File: src/rtl/pia_handshake_source.sv
// Queues producer bytes and hands them to the PIA port A input with a CA1 strobe / CA2 ack handshake.
// Push-to-pa_data is two clocks; in_ready drops when the queue is full, and a byte leaves only on ack or timeout.
module pia_handshake_source #(
   parameter int FIFO_DEPTH   = 4,
   parameter int SETUP_CYC    = 2,
   parameter int STROBE_CYC   = 4,
   parameter int TIMEOUT_CYC  = 65535,
   parameter bit CA1_ACT_HIGH = 1'b0
) (
   input  logic                          clk,
   input  logic                          reset,
   input  logic                          enable,
   input  logic [7:0]                    in_data,
   input  logic                          in_valid,
   output logic                          in_ready,
   output logic [7:0]                    pa_data,
   output logic                          ca1_out,
   input  logic                          ca2_in,
   output logic                          busy,
   output logic [$clog2(FIFO_DEPTH):0]   fifo_count,
   output logic                          timeout_err,
   input  logic                          clr_err
);

   localparam int PW     = $clog2(FIFO_DEPTH);
   localparam int MAX_A  = (SETUP_CYC > STROBE_CYC) ? SETUP_CYC : STROBE_CYC;
   localparam int MAX_C  = (TIMEOUT_CYC > MAX_A) ? TIMEOUT_CYC : MAX_A;
   localparam int CW     = (MAX_C > 1) ? $clog2(MAX_C) : 1;
   localparam int TMO_M1 = (TIMEOUT_CYC > 0) ? TIMEOUT_CYC - 1 : 0;

   localparam logic [CW-1:0] SETUP_LD   = CW'(SETUP_CYC - 1);
   localparam logic [CW-1:0] STROBE_LD  = CW'(STROBE_CYC - 1);
   localparam logic [CW-1:0] TIMEOUT_LD = CW'(TMO_M1);
   localparam logic [PW:0]   FULL       = (PW+1)'(FIFO_DEPTH);
   localparam logic [PW:0]   ONE        = (PW+1)'(1);
   localparam bit            TMO_EN     = (TIMEOUT_CYC != 0);
   localparam logic          CA1_ON     = CA1_ACT_HIGH;
   localparam logic          CA1_OFF    = !CA1_ACT_HIGH;

   typedef enum logic [1:0] {IDLE, SETUP, STROBE, WAIT_ACK} state_t;

   state_t          state;
   logic [CW-1:0]   cnt;
   logic [7:0]      mem [FIFO_DEPTH];
   logic [PW-1:0]   rd_ptr;
   logic [PW-1:0]   wr_ptr;
   logic [PW:0]     count;
   logic            head_ok;
   logic            ca2_s1, ca2_s2, ca2_s3;
   logic            ack_pend;
   logic            ack_evt;
   logic            ack_any;
   logic            tmo_hit;
   logic            push;
   logic            pop;
   logic            tmo_pop;

   assign in_ready   = !reset && (count != FULL);
   assign push       = in_valid && in_ready;
   assign ack_evt    = ca2_s3 && !ca2_s2;
   assign ack_any    = ack_evt || ack_pend;
   assign tmo_hit    = TMO_EN && (cnt == '0);
   assign pop        = (state == WAIT_ACK) && (ack_any || tmo_hit);
   assign tmo_pop    = (state == WAIT_ACK) && !ack_any && tmo_hit;
   assign busy       = (state != IDLE);
   assign fifo_count = count;

   always_ff @(posedge clk) begin
      if (push) begin
         mem[wr_ptr] <= in_data;
      end
   end

   // head_ok lags the queue by a clock, so a freshly written byte is launched one cycle after it lands.
   always_ff @(posedge clk) begin
      if (reset) begin
         rd_ptr  <= '0;
         wr_ptr  <= '0;
         count   <= '0;
         head_ok <= 1'b0;
      end else begin
         if (push) wr_ptr <= wr_ptr + 1'b1;
         if (pop)  rd_ptr <= rd_ptr + 1'b1;
         if (push && !pop)      count <= count + 1'b1;
         else if (pop && !push) count <= count - 1'b1;
         head_ok <= (count != '0) && !(pop && (count == ONE));
      end
   end

   // CA2 idles high, so the synchroniser resets high to avoid a false ack after reset.
   always_ff @(posedge clk) begin
      if (reset) begin
         ca2_s1 <= 1'b1;
         ca2_s2 <= 1'b1;
         ca2_s3 <= 1'b1;
      end else begin
         ca2_s1 <= ca2_in;
         ca2_s2 <= ca2_s1;
         ca2_s3 <= ca2_s2;
      end
   end

   always_ff @(posedge clk) begin
      if (reset) begin
         state       <= IDLE;
         cnt         <= '0;
         pa_data     <= 8'hFF;
         ca1_out     <= CA1_OFF;
         ack_pend    <= 1'b0;
         timeout_err <= 1'b0;
      end else begin
         if (tmo_pop)      timeout_err <= 1'b1;
         else if (clr_err) timeout_err <= 1'b0;

         case (state)
            IDLE: begin
               ack_pend <= 1'b0;
               if (enable && head_ok) begin
                  pa_data <= mem[rd_ptr];
                  cnt     <= SETUP_LD;
                  state   <= SETUP;
               end
            end
            SETUP: begin
               if (ack_evt) ack_pend <= 1'b1;
               if (cnt == '0) begin
                  ca1_out <= CA1_ON;
                  cnt     <= STROBE_LD;
                  state   <= STROBE;
               end else begin
                  cnt <= cnt - 1'b1;
               end
            end
            STROBE: begin
               if (ack_evt) ack_pend <= 1'b1;
               if (cnt == '0) begin
                  ca1_out <= CA1_OFF;
                  cnt     <= TIMEOUT_LD;
                  state   <= WAIT_ACK;
               end else begin
                  cnt <= cnt - 1'b1;
               end
            end
            WAIT_ACK: begin
               if (ack_any) begin
                  ack_pend <= 1'b0;
                  state    <= IDLE;
               end else if (tmo_hit) begin
                  state <= IDLE;
               end else if (TMO_EN) begin
                  cnt <= cnt - 1'b1;
               end
            end
            default: state <= IDLE;
         endcase
      end
   end

endmodule

File: config.mk
export PLATFORM = sky130hd
export DESIGN_NAME = pia_handshake_source
export DESIGN_NICKNAME = d
export VERILOG_FILES = /design/src/rtl/pia_handshake_source.sv
export SDC_FILE = /design/constraint.sdc
export NUM_CORES = 1
export LEC_CHECK = 0
export BUFFER_PORTS_ARGS = -buffer_cell sky130_fd_sc_hd__buf_2
export CAP_MARGIN = 20
export CORE_UTILIZATION = 55
export CTS_BUF_LIST = sky130_fd_sc_hd__clkbuf_2 sky130_fd_sc_hd__clkbuf_4 sky130_fd_sc_hd__clkbuf_8
export DETAILED_ROUTE_END_ITERATION = 16
export GPL_ROUTABILITY_DRIVEN = 0
export PLACE_DENSITY = 0.81
export SYNTH_ARGS = -nofsm -noshare
export SYNTH_HDL_FRONTEND = slang
export SYNTH_SLANG_ARGS = --single-unit
File: constraint.sdc
create_clock -name clk -period 3.5 [get_ports clk]
set_input_delay 0.7 -clock clk [delete_from_list [all_inputs] [get_ports clk]]
set_output_delay 0.7 -clock clk [all_outputs]
set_load 0.02 [all_outputs]
**Word-level counts from Yosys, hierarchy flattened**

Memories as Yosys holds them, arrays and structs flattened. A register that Yosys moved wholly into a read port is not among the register bits.
Index checks and enable logic that the tools add are counted.

- Input bits: 14
- Bits in writable memories: 32
- Memories kept: 1
- Output and inout port bits: 15
- Logic and storage cells: 87
- Register bits: 32

- Add/sub/neg operators: 5
- Mux-type cells: 24
- Equality and inequality tests: 13
- Reductions and logical operators: 32

Memory list:

| memory | depth | bits a word | read ports | clocked after memory_dff | write ports | RTL line | source |
|---|---|---|---|---|---|---|---|
| mem | 4 | 8 | 1 | 1 | 1 | 44 | `logic [7:0] mem [FIFO_DEPTH];` |

Operator list:

| cell | count |
|---|---|
| 2-to-1 mux 16 bit | 5 |
| case mux 16 bit (4 select lines) | 1 |
| logical NOT 16 bit | 1 |
| subtractor 16 x 1 -> 16 bit, second input constant | 1 |
| != test 2 bit, second input constant | 6 |
| logical AND 1 bit | 11 |
| 2-to-1 mux 2 bit | 5 |
| 2-to-1 mux 1 bit | 8 |
| case mux 2 bit (4 select lines) | 1 |
| nonzero test 2 bit | 4 |
| logical NOT 1 bit | 6 |
| 2-to-1 mux 3 bit | 2 |
| != test 3 bit, second input constant | 2 |
| AND reduction 3 bit | 2 |
| adder 2 x 1 -> 2 bit, second input constant | 2 |
| == test 2 bit, second input constant | 2 |
| AND reduction 2 bit | 2 |
| AND reduction 4 bit | 1 |
| adder 3 x 1 -> 3 bit, second input constant | 1 |
| == test 3 x 1 -> 1 bit, second input constant | 1 |
| case mux 1 bit (3 select lines) | 1 |
| nonzero test 3 bit | 1 |
| subtractor 3 x 1 -> 3 bit, second input constant | 1 |
| == test 2 x 1 -> 1 bit, second input constant | 1 |
| 5 further kinds | 6 |

**Logic depth before layout (Yosys ltp)**

Gate-level depths: netlist of the first run.

- Depth in word-level cells: 8
- Depth in mapped cells: 12
- Gate-level depth less buffers: 11

**Worst setup path after synthesis of the first run**

No wires, ideal clock.

- Kind: register to register
- Start point: reg cnt[0]
- End point: reg count[2], in the netlist fifo_count[2]
- Arrival: 2518 ps
- Slack: 911 ps
- Required time: 3429 ps
- Cell stages (with the launch flop): 11
- Library setup time: 71 ps
- Clock period less this slack: 2589 ps
- Buffers on the path: 1
- Cells stage by stage: dfxtp_1 > inv_1 > ha_1 > nor4b_1 > nand4_2 > buf_2 > a21oi_1 > inv_1 > ha_1 > or3_1 > a21oi_1

- Word-level cells in the longest chain between the ends: 6
- Elaborated cells between the ends (all ways): 8
- Those cells by class: mux: 1; reduce/logical: 7

Ends and longest elaborated chain:

| what | RTL line | source |
|---|---|---|
| start, declared | 43 | `logic [CW-1:0] cnt;` |
| start signal, assigned | 131 | `cnt <= cnt - 1'b1;` |
| start signal, assigned | 141 | `cnt <= cnt - 1'b1;` |
| start signal, assigned | 151 | `cnt <= cnt - 1'b1;` |
| logical NOT 16 bit * | 62 | `assign tmo_hit = TMO_EN && (cnt == '0);` |
| logical OR 1 bit * | 63 | `assign pop = (state == WAIT_ACK) && (ack_any \|\| tmo_hit);` |
| logical AND 1 bit * | 63 |  |
| logical NOT 1 bit | 84 | `if (push && !pop) count <= count + 1'b1;` |
| logical AND 1 bit | 84 |  |
| 2-to-1 mux 3 bit / nonzero test 2 bit (equally long branches) | -- |  |
| end signal, assigned | 84 |  |
| end signal, assigned | 85 | `else if (pop && !push) count <= count - 1'b1;` |
| end, declared | 47 | `logic [PW:0] count;` |

Mark *: on every way between the ends. The rest lies on a longest branch, timed or not.
A chain may end at the register's enable or synchronous reset.

**Worst setup path after layout of the first run**

Same ends and word-level chain as after synthesis.

==> results list, run 1 <==
- Data required, critical path: 3.78 ns
* Number of pins exceeding their max-slew limit in the final report: 0
- Gates resized, CTS repair: 0
- Maximum frequency from static timing analysis: 365 MHz
* Die Footprint: 6390 sq um
* Critical path fanouts, max: 16
- STA classifies the critical path endpoint as a flip-flop.
- Inserted Diodes: 0
- Count of hold buffers inserted by post-cts repair: 0
- Counting cells, the worst reg-to-reg path comes to 10.
- Post-route clock skew: 0.00927 ns
- Port buffering added 28 buffers.
- Setup repair after global routing missed its margin: false
* Pin count of the biggest net entering global routing: 21
- Top-area cell type share of the netlist area: 28.7%
* Placed Instances: 380
- Synth Register Bits: 72
- The most critical setup path has its startpoint at cnt[0]$_SDFFE_PP0P_.
* Clock network power share: 22.0%
* Clock latency of the later-clocked register in the worst-skew pair: 0.35 ns
- Internal power comes to 1800 uW.
- Initial Utilization: 56.8%
- The worst setup path is launched from a flip-flop.
- Max-cap violations in this run came to 0.
- Die boundary height: 80.0 um
- The die is 80.0 um wide.
* Via count of the first global-routing pass: 2236
- Leakage component of the power: 0.00146 uW
- Clock root cell: clkbuf_8
- Buffer count from post-CTS setup fixing: 0
- The initial antenna violation count is 0.
- Counting I/O delays and the setup requirement, the final critical path takes 2.74 ns.
- Initial drt markers: 232
* Post-detailed-route via-to-cell ratio: 5.92
* Synth top area cells: edfxtp_1 29%, dfxtp_1 24%, ha_1 5.6%
* CTS max path bufs: 2
- The net count of the finished layout is 345.
* IR drop worst, VDD: 0.000614 V
* All-layer global routing usage: 22.6%
- Switching share of power: 40.3%
- Each instance of the synthesized netlist takes up on average 11.5 sq um.
- Area growth, synth to finish: 11.1%
* GRT overflow: 0
* Post-synthesis sequential area ratio: 52.7%
- In the final timing run, aggregate negative setup slack is 0 ns.
* Slew at the pin closest to its max-slew limit: 0.760 ns
* Number of design rule violations left after detail routing: 0
- After floorplanning, the core was divided into 28 placement rows.
* CP endpoint: fifo_count[2]$_SDFFE_PP0P_
- Dividing the detail-routed wire length by the instance count gives 16.4 um.
* Share of the clock period used by the worst path: 78.3%
* Class of the worst hold path: flip-flop to flip-flop
* Count of TritonRoute iterations in the first routing pass: 4
* Gate count of the mapped netlist: 291
- Number of levels the H-tree was split into: 3
* Clk slew on worst S/H paths: 0.08 ns
- Post-DP HPWL: 4.34 mm
- Data on the critical path arrives at its endpoint at 3.02 ns.
- TritonCTS built the clock tree.
- The count of nets left with antenna violations once routing finished came out at 0.
- Internal reg-to-reg setup slack: 0.76 ns
- The post-route netlist has 21.5% of its cells at a drive strength greater than 1.
- The tree built by TritonCTS fans out to 72 sinks.
- Run status: finished, final reports clean
- Number of buffers added by the clock tree synthesis step: 9
- Reported net switching power: 1210 uW
* Cell variety after synth: 54
- Via count: 2345
* Placeable Area: 5890 sq um
* Power density over the cells: 810 nW/um^2
- I/O pin count: 29
- In this run the critical register-to-register path is captured at fifo_count[2]$_SDFFE_PP0P_.
- Net count of the mapped netlist: 320
* Critical setup path kind: flip-flop to flip-flop
- The share of total power dissipated in combinational logic is 42.5%.
* Synthesized cell area: 3340 sq um
- After routing the design area is 3710 sq um.
- The number of hold-slack violations in the final timing report is 0.
* YS warnings: 0
* Cell type contributing the most total cell area after synthesis: edfxtp_1
- Setup violations remaining at the end of the flow were counted as 0.
- Summed over all layers, the routed wires come to 6.49 mm.
* Number of enable flip-flop cells after synthesis: 32
* Wire length of the first global-routing pass: 10.7 mm
* Max-slew headroom: 49.0%
- Launch point of the worst reg-to-reg path: cnt[0]$_SDFFE_PP0P_
- Sequential cells account for 35.5% of the total power.
- Counting flops with an async set or reset pin after synthesis yields a share of 0%.
* Area after detailed placement: 3510 sq um
- Fin cells: 396
- For this run, the leading register cell type out of synthesis is dfxtp_1.
==> placed cells by master (no fill, tap or decap), types with 3 or more instances in the layout <==
cell | netlist | routed
a211o_1 | 3 | 3
a21o_1 | 3 | 3
a21oi_1 | 11 | 11
a221o_1 | 4 | 4
a311oi_1 | 7 | 7
a31oi_1 | 6 | 6
and3_1 | 7 | 7
buf_2 | 5 | 28
clkbuf_8 | 0 | 9
dfxtp_1 | 40 | 40
edfxtp_1 | 32 | 32
ha_1 | 15 | 15
inv_1 | 14 | 14
mux2i_1 | 10 | 10
mux4_2 | 8 | 8
nand2_1 | 18 | 18
nor2_1 | 22 | 22
nor3_1 | 9 | 9
nor4_1 | 4 | 4
o21ai_0 | 5 | 5
o311a_1 | 3 | 3
o31ai_1 | 7 | 7
or2_2 | 6 | 6
or3_1 | 4 | 4
xor2_1 | 4 | 4
==> layer usage <==
layer	global-route usage [%]	up-vias	routed length (um)
met5	0	-	0
met2	36.3	81	3200
met1	28.9	1107	2860
met3	5.60	10	342
li1	-	1147	-
met4	9.82	0	88
==> cell type report <==
type,count,area (sq um)
clock buffer,10,131
tap,75,93.8
timing repair buffer,30,155
inverter,15,56.3
clock inverter,6,67.6
fill,465,2170
multi-input combinational,188,1450
sequential,72,1760
==> power by group through the flow <==
stage / clock network [uW] / logic, uW / registers, uW
global placement: 0 / 1220 / 1080
detailed placement: 0 / 1240 / 1080
global route: 710 / 1410 / 1080
CTS: 671 / 1260 / 1060
finish: 662 / 1280 / 1070
floorplan: 0 / 992 / 1070
==> cells in the mapped netlist, drive strengths merged (4+ instances only) <==
cell type  number
o21ai           5
o31ai           7
nand2          18
clkbuf          8
a21oi          12
inv            14
a221o           4
mux4            8
a31oi           6
nor2           23
and3            7
or2             6
xor2            4
edfxtp         32
nor3           10
ha             15
or3             4
dfxtp          40
a311oi          7
nor4            5
mux2i          10
buf             8
==> critical path, cell delays in order, from the launching register on <==
cell,delay (ns)
dfxtp_1,0.37
inv_1,0.13
ha_1,0.15
nor4b_1,0.38
nand4_2,0.13
buf_4,0.22
a21oi_1,0.31
inv_1,0.11
ha_1,0.36
or3_1,0.38
a21oi_1,0.13
==> registers in the layout, indices dropped and copies added (netlist names) <==
signal,count
mem,32
cnt,16
pa_data,8
fifo_count,3
rd_ptr,2
state,2
wr_ptr,2
ack_pend,1
ca1_out,1
ca2_s1,1
ca2_s2,1
ca2_s3,1
head_ok,1
timeout_err,1
==> per-stage QoR <==
stage	power [uW]	setup slack [ns]	hold slack, ns	util [%]
after floorplan	2060	0.911	0.389	-
after global placement	2300	0.897	0.393	59.7
after CTS	2990	0.758	0.417	63.1
after global routing	3200	0.554	0.425	63.1
after detailed placement	2330	0.808	0.399	59.7
final	3010	0.759	0.413	63.1
==> kinds of logic (layout without fill, tap and decap cells) <==
logic type	count (synthesis)	in the layout	share of synthesized area, %
buf+inv	31	61	4.00
fa+ha+maj	15	15	5.61
xor+xnor	6	6	1.57
mux	18	18	8.38
compound gates	63	63	13.9
simple gates	86	86	13.8
flops	72	72	52.7
==> worst min path at each step <==
stage                            startpoint                 to  slack [ns]  cells after the start
after floorplan           ca2_s1$_SDFF_PP1_  ca2_s2$_SDFF_PP1_        0.39                      1
after global placement    ca2_s1$_SDFF_PP1_  ca2_s2$_SDFF_PP1_        0.39                      1
after detailed placement  ca2_s1$_SDFF_PP1_  ca2_s2$_SDFF_PP1_        0.40                      1
after CTS                 ca2_s1$_SDFF_PP1_  ca2_s2$_SDFF_PP1_        0.42                      1
after global routing      ca2_s1$_SDFF_PP1_  ca2_s2$_SDFF_PP1_        0.42                      1
final                     ca2_s1$_SDFF_PP1_  ca2_s2$_SDFF_PP1_        0.41                      1
Power figures use the tool's default switching activity.
==> run 2: changes to the inputs <==
ABC_AREA = 1   (was default)
PLACE_DENSITY = 0.84   (was 0.81)
clock period = 2.5 ns   (was 3.5 ns; I/O delays follow)
==> run 2 against run 1 <==
Net effect:
- power increased by 85%
- clock-buffer cell count decreased by 1
- hold slack got worse by 0.084 ns
- critical endpoint unchanged
- cell area is 4.9% higher
- setup slack got worse by 0.37 ns
==> results list, run 2 <==
- Cell type contributing the most total cell area after synthesis: edfxtp_1
- The relative slew slack came to 54.2% (+5.2 points).
* Number of pins exceeding their max-slew limit in the final report: 0 (unchanged)
- Number of hold violations in the final report: 0 (unchanged)
- TritonCTS built the clock tree.
- Number of sinks driven by the clock tree: 72 (unchanged)
- Commonest cells post-synth: 127 x nand2_1, 43 x a21oi_1, 40 x dfxtp_1, 36 x nor2_1, 35 x inv_1
- Setup repair after global routing left no endpoint under its margin.
- Wire length of the first global-routing pass: 11.2 mm (+4.3%)
* Critical setup path kind: flip-flop to flip-flop
- Most common cell after layout, fill and taps aside: nand2_1
- The area of the multi-input gates is 1520 sq um (+4.8%).
* Fill cell instance count of the final layout: 504 (+8.4%)
* Routed length per placed instance: 13.2 um (-20%)
- The cts-stage hold buffer count is 0 (unchanged).
* Post-detailed-route via-to-cell ratio: 5.27 (-11%)
* Internal reg-to-reg setup slack: 0.39 ns (-0.37 ns)
* Synthesized area per cell: 8.41 sq um (-27%)
* Die Footprint: 6670 sq um (+4.3%)
* All-layer global routing usage: 22.8% (+0.23 points)
* Max stage delay on crit path: 0.41 ns (+0.03 ns)
- Clk slew on worst S/H paths: 0.08 ns (about the same)
- Run status: finished, final reports clean
- Initial Utilization: 57.9% (+1.1 points)
* Number of design rule violations left after detail routing: 0 (unchanged)
- Number of flip-flops under the largest register name: 32 (unchanged)
- Top-area cell type share of the netlist area: 27.5% (-1.2 points)
- The number of distinct standard cells referenced by the synthesized netlist was 27 (-50%).
- I/O pin count: 29 (unchanged)
- CP endpoint: fifo_count[2]$_SDFFE_PP0P_
- YS warnings: 0 (unchanged)
- Final wirelength: 6.97 mm (+7.5%)
- The most used flip-flop cell after synthesis is dfxtp_1.
- Critical path fanouts, max: 9 (-7)
- The synthesized instance count came to 415 (+43%).
- The share of post-route cells with drive strength above 1 is 16.5% (-5.0 points).
- IR drop worst, VDD: 0.00106 V (+73%)
- The pin count of the biggest net entering global routing was 32 (+52%).
- Die span in x: 81.7 um (+2.1%)
* Antenna-violating nets left: 0 (unchanged)
* Post-DP HPWL: 4.78 mm (+10%)
- The sequential fraction of the synthesis area is 50.5% (-2.2 points).
- The cell leakage power came to 0.00173 uW (+18%).
- The critical path required time is 2.74 ns (-1.04 ns).
* Sequential cell area: 1760 sq um (unchanged)
* Share of the clock period used by the worst path: 84.2% (+5.9 points)
- Synthesized cell area: 3490 sq um (+4.4%)
* Most frequent cells in the layout: 127 x nand2_1, 43 x a21oi_1, 40 x dfxtp_1
* Launch point of the worst reg-to-reg path: fifo_count[0]$_SDFFE_PP0P_
* Crit-path cells: inv_1 > ha_1 > a21oi_1 > nand2_1 > inv_1 > ha_1 > nor2_1 > o21ai_0 > o21ai_0 > a21oi_1
* Synth top area cells: edfxtp_1 28%, dfxtp_1 23%, nand2_1 14%
- Crit path launch: fifo_count[0]$_SDFFE_PP0P_
- Most common cell in the netlist: nand2_1
- Via count: 2786 (+19%)
- The iteration-0 DRC count of the detailed router came to 174 (-25%).
* Slew at the pin closest to its max-slew limit: 0.685 ns (-0.0752 ns)
* Final setup vio count: 0 (unchanged)
* Final min period: 2.11 ns (-0.635 ns)
- Clock latency of the later-clocked register in the worst-skew pair: 0.35 ns (about the same)
- Placeable Area: 6030 sq um (+2.4%)
* Max Cap Violations: 0 (unchanged)
* Clock root cell: clkbuf_8
- Gates resized, CTS repair: 0 (unchanged)
* Worst Reg-to-Reg Cells: 10 (unchanged)
* Synth Register Bits: 72 (unchanged)
* Setup TNS: 0 ns (unchanged)
- # nets final: 478 (+39%)
* Endpoint of the worst-slack reg-to-reg timing path: fifo_count[2]$_SDFFE_PP0P_
- Biggest regs: mem: 32 flops, cnt: 16 flops, pa_data: 8 flops
- # port buffers: 28 (unchanged)
- The number of antenna diodes came to 0 (unchanged).
- The clock buffer count from CTS is 9 (unchanged).
* Data arrival at the endpoint of the critical path: 2.35 ns (-0.67 ns)
- The maximum achievable frequency came to 475 MHz (+30%).
- The share of flip-flops with an asynchronous set or reset after synthesis is 0% (unchanged).
- Standard cell with the maximum stage delay on the critical path: dfxtp_1
- Buffer count from post-CTS setup fixing: 0 (unchanged)
* Number of enable flip-flop cells after synthesis: 32 (unchanged)
* Most flop-heavy register: mem
- The overflow left after global routing is 0 (unchanged).
- Die boundary height: 81.7 um (+2.1%)
* Setup crit start kind: flip-flop
- Net count of the mapped netlist: 444 (+39%)
- Total number of placement rows: 28 (unchanged)
- Via count of the first global-routing pass: 2517 (+13%)
* Count of TritonRoute iterations in the first routing pass: 4 (unchanged)
- The deepest clock path buffer count is 2 (unchanged).
- The H-tree level count is 3 (unchanged).
- The initial antenna violation count came to 0 (unchanged).
* Post-route clock skew: 0.00715 ns (-0.00212 ns)
- Class of the worst hold path: input port to flip-flop
* Area growth, synth to finish: 11.6%
* Power density over the cells: 1430 nW/um^2 (+77%)
- The overall power of the completed layout is 5580 uW (+85%).
- Critical path capture point type: flip-flop
-- run 2: cell type report --
class | instances | area share (%)
Clock inverter | 7 | 1.57
Timing Repair Buffer | 35 | 4.95
Sequential cell | 72 | 45.2
Clock buffer | 9 | 3.18
Inverter | 38 | 3.66
Multi-Input combinational cell | 293 | 39.0
Tap cell | 75 | 2.41
-- run 2: cells by family (layout without fill, tap and decap cells) --
group	after synthesis	count (layout)	share of synthesized area (%)
AO/OA/AOI/OAI	69	69	11.8
XOR/XNOR	9	9	2.26
adder cells (fa/ha/maj)	15	15	5.38
buffers and inverters	50	89	6.02
flip-flops	72	72	50.5
AND/OR/NAND/NOR	200	200	24.1
-- run 2: per-stage QoR --
step           util, %  cells  hold WS, ns  instance area, sq um  worst slack (ns)
6_report          64.6    529        0.329                  3890             0.394
5_1_grt           64.6    529        0.330                  3890             0.236
4_1_cts           64.6    529        0.319                  3890             0.394
3_5_place_dp      61.5    513        0.412                  3710             0.411
3_3_place_gp      61.5    513        0.392                  3710             0.612
2_1_floorplan        -    415        0.389                  3490             0.182
-- run 2: worst max-delay path: cells and delay by family, from the launching register on --
| kind | cells | cell delay [ns] |
|---|---|---|
| AO/OA/AOI/OAI | 4 | 0.53 |
| adder cells (fa/ha/maj) | 2 | 0.51 |
| buffers and inverters | 2 | 0.21 |
| flip-flops | 1 | 0.41 |
| AND/OR/NAND/NOR | 2 | 0.33 |
-- run 2: worst min path at each step --
stage	from	endpoint	slack, ns	cells past startpoint
2_1_floorplan	ca2_s1$_SDFF_PP1_	ca2_s2$_SDFF_PP1_	0.39	1
3_3_place_gp	ca2_s1$_SDFF_PP1_	ca2_s2$_SDFF_PP1_	0.39	1
3_5_place_dp	ca2_s1$_SDFF_PP1_	ca2_s2$_SDFF_PP1_	0.41	1
4_1_cts	ca2_in	ca2_s1$_SDFF_PP1_	0.32	2
5_1_grt	ca2_in	ca2_s1$_SDFF_PP1_	0.33	2
6_report	ca2_in	ca2_s1$_SDFF_PP1_	0.33	2
-- run 2: layer usage --
metal,track usage [%],part of all wire [%]
met4,9.30,2.1
met2,39.3,49
met3,7.33,4.8
met1,26.1,44
met5,0,0
-- run 2: where the power goes --
part           switching [uW]  leakage, uW  internal, uW  total, uW
Sequential                194     0.000617          1430       1630
Combinational            2000      0.00103          1090       3090
Clock                     485    0.0000888           378        863
==> run 3: changes to the inputs <==
PLACE_DENSITY = 0.81   (was 0.84)
clock period = 2 ns   (was 2.5 ns; I/O delays follow)
==> run 3 against run 2 <==
Net effect:
- fmax rose by 17%
- combinational power rose by 30%
- core utilization rose by 1.9 points
==> results list, run 3 (synthesis results as in run 2) <==
- Run status: finished, final reports clean
* Count of TritonRoute iterations in the first routing pass: 5 (+1)
* Share of the clock period used by the worst path: 90.3% (+6.1 points)
- Clk slew on worst S/H paths: 0.08 ns (about the same)
- The number of buffers inserted by port buffering is 28 (unchanged).
* Slew at the pin closest to its max-slew limit: 0.508 ns (-0.177 ns)
- Routed length per placed instance: 13.1 um (-0.60%)
* IR drop worst, VDD: 0.00127 V (+20%)
- All-layer global routing usage: 23.6% (+0.82 points)
* Biggest regs: mem: 32 flops, cnt: 16 flops, pa_data: 8 flops
- Most flop-heavy register: mem
- The share of post-route cells with drive strength above 1 came to 19.0% (+2.5 points).
* Data arrival at the endpoint of the critical path: 2.04 ns (-0.31 ns)
- The max capacitance violation total was 0 (unchanged).
* Post-DP HPWL: 4.80 mm (+0.29%)
- Area growth, synth to finish: 14.9%
- Hold Crit Start: ca2_in
- Class of the worst hold path: input port to flip-flop
* Setup TNS: 0 ns (unchanged)
- The placed instance count is 521 (+1.6%).
* Setup repair after global routing missed its margin: false
- I/O pin count: 29 (unchanged)
- Core Util, Final: 66.5% (+1.9 points)
- The endpoint identified for the worst register-to-register timing path is fifo_count[2]$_SDFFE_PP0P_.
* Initial drt markers: 154 (-11%)
- Final min period: 1.81 ns (-0.299 ns)
* CTS max path bufs: 2 (unchanged)
* Least setup slack across all paths after layout: 0.193 ns (-0.201 ns)
* Worst Reg-to-Reg Cells: 12 (+2)
- CTS tree: yes
* Wire length of the first global-routing pass: 11.8 mm (+5.3%)
- The number of hold-slack violations in the final timing report is 0 (unchanged).
* Max-slew headroom: 65.9% (+12 points)
- Via count: 2821 (+1.3%)
* Inserted Diodes: 0 (unchanged)
- The starting utilization of the core area came to 57.9% (unchanged).
- The critical path is of the flip-flop to flip-flop type.
* Antenna-violating nets left: 0 (unchanged)
- Die boundary height: 81.7 um (unchanged)
- Most common cell after layout, fill and taps aside: nand2_1
- Power density over the cells: 1800 nW/um^2 (+26%)
- The remaining routing DRC violations is 0 (unchanged).
- Maximum frequency from static timing analysis: 553 MHz (+17%)
* # nets final: 486 (+1.7%)
- The biggest fanout along the worst timing path came to 4 (-5).
* Count of cells along the worst hold path: 2 (unchanged)
- Total number of placement rows: 28 (unchanged)
* Clock latency of the later-clocked register in the worst-skew pair: 0.34 ns (about the same)
- Post-place setup slack: 0.107 ns (-0.304 ns)
- The final clock skew was 0.00539 ns (-0.00176 ns).
- The H-tree level count came to 3 (unchanged).
- The number of pins with negative max-slew slack in the final report is 0 (unchanged).
- Fill cell instance count of the final layout: 498 (-1.2%)
* Data required, critical path: 2.23 ns (-0.51 ns)
* GRT overflow: 0 (unchanged)
* Critical path capture point type: flip-flop
* Internal reg-to-reg setup slack: 0.19 ns (-0.20 ns)
- Die span in x: 81.7 um (unchanged)
- Number of antenna violations at the first check in global routing: 0 (unchanged)
- The number of setup buffers added after CTS is 0 (unchanged).
- The worst setup path is launched from a flip-flop.
* Gates resized, CTS repair: 0 (unchanged)
- The cell sitting at the root of the clock tree is a clkbuf_8.
* Final setup vio count: 0 (unchanged)
- Most frequent cells in the layout: 127 x nand2_1, 42 x a21oi_1, 38 x dfxtp_1
- The clock buffer count from CTS came to 9 (unchanged).
- The cell leakage power was 0.00179 uW (+3.0%).
- In this run the critical register-to-register path is launched from cnt[0]$_SDFFE_PP0P_.
- The cts-stage hold buffer count is 0 (unchanged).
* Post-detailed-route via-to-cell ratio: 5.25 (-0.25%)
* Via count of the first global-routing pass: 2624 (+4.3%)
- Total power consumption of the routed design: 7230 uW (+30%)
- Fin cells: 537 (+1.5%)
- The worst hold path terminates at ca2_s1$_SDFF_PP1_.
* Number of flip-flops under the largest register name: 32 (unchanged)
- The placeable core region came to 6030 sq um (unchanged).
* Number of sinks driven by the clock tree: 72 (unchanged)
- Final wirelength: 7.04 mm (+0.90%)
- The pin count of the biggest net entering global routing came to 32 (unchanged).
- The overall die area was 6670 sq um (unchanged).
[run 3: cell count changes in the layout (fill, tap and decap cells not counted), sizes merged]
| cell | change |
|---|---|
| buf | +8 |
| bufinv | +1 |
| clkinv | -1 |
[run 3: area by class of cell]
class,instances,area [sq um],share of cell area [%]
Clock buffer,9,124,3.09
Clock inverter,7,82.6,2.06
Inverter,38,143,3.56
Multi-Input combinational cell,293,1550,38.6
Sequential cell,72,1760,44.0
Tap cell,75,93.8,2.34
Timing Repair Buffer,43,253,6.30
[run 3: layer usage]
layer | routed length (um) | vias to the layer above | global-route usage (%) | part of all wire, %
li1 | - | 1437 | - | -
met1 | 3070 | 1307 | 28.6 | 44
met2 | 3570 | 65 | 40.8 | 51
met3 | 284 | 12 | 4.22 | 4.0
met4 | 115 | 0 | 10.9 | 1.6
met5 | 0 | - | 0 | 0
[run 3: worst max-delay path, cell delays in order (launching register included)]
cell	delay (ns)
dfxtp_1	0.31
inv_1	0.11
ha_2	0.20
nand2_2	0.07
nor2_4	0.13
nand2_2	0.10
nand2_2	0.09
nand2_4	0.08
ha_4	0.23
nor2_1	0.09
o21ai_0	0.11
o21ai_1	0.13
a21oi_1	0.05
[run 3: worst max-delay path by stage]
stage                                           from                         end  slack [ns]  depth (start not counted)
final                            cnt[0]$_SDFFE_PP0P_  fifo_count[2]$_SDFFE_PP0P_        0.19                         12
after global routing             cnt[0]$_SDFFE_PP0P_  fifo_count[2]$_SDFFE_PP0P_        0.04                         12
after CTS                        cnt[0]$_SDFFE_PP0P_  fifo_count[2]$_SDFFE_PP0P_        0.08                         12
after detailed placement         cnt[0]$_SDFFE_PP0P_  fifo_count[2]$_SDFFE_PP0P_        0.11                         12
after global placement           cnt[0]$_SDFFE_PP0P_  fifo_count[2]$_SDFFE_PP0P_        0.17                         12
after floorplan           fifo_count[0]$_SDFFE_PP0P_  fifo_count[2]$_SDFFE_PP0P_        0.03                         10
[run 3: report_power, final]
part	internal, uW	switching (uW)
Clock	597	588
Combinational	1420	2610
Sequential	1790	218
[run 3: per-stage QoR]
stage	hold WS, ns	area, sq um
2_1_floorplan	0.389	3500
3_3_place_gp	0.394	3780
3_5_place_dp	0.398	3780
4_1_cts	0.229	3990
5_1_grt	0.233	4010
6_report	0.239	4010
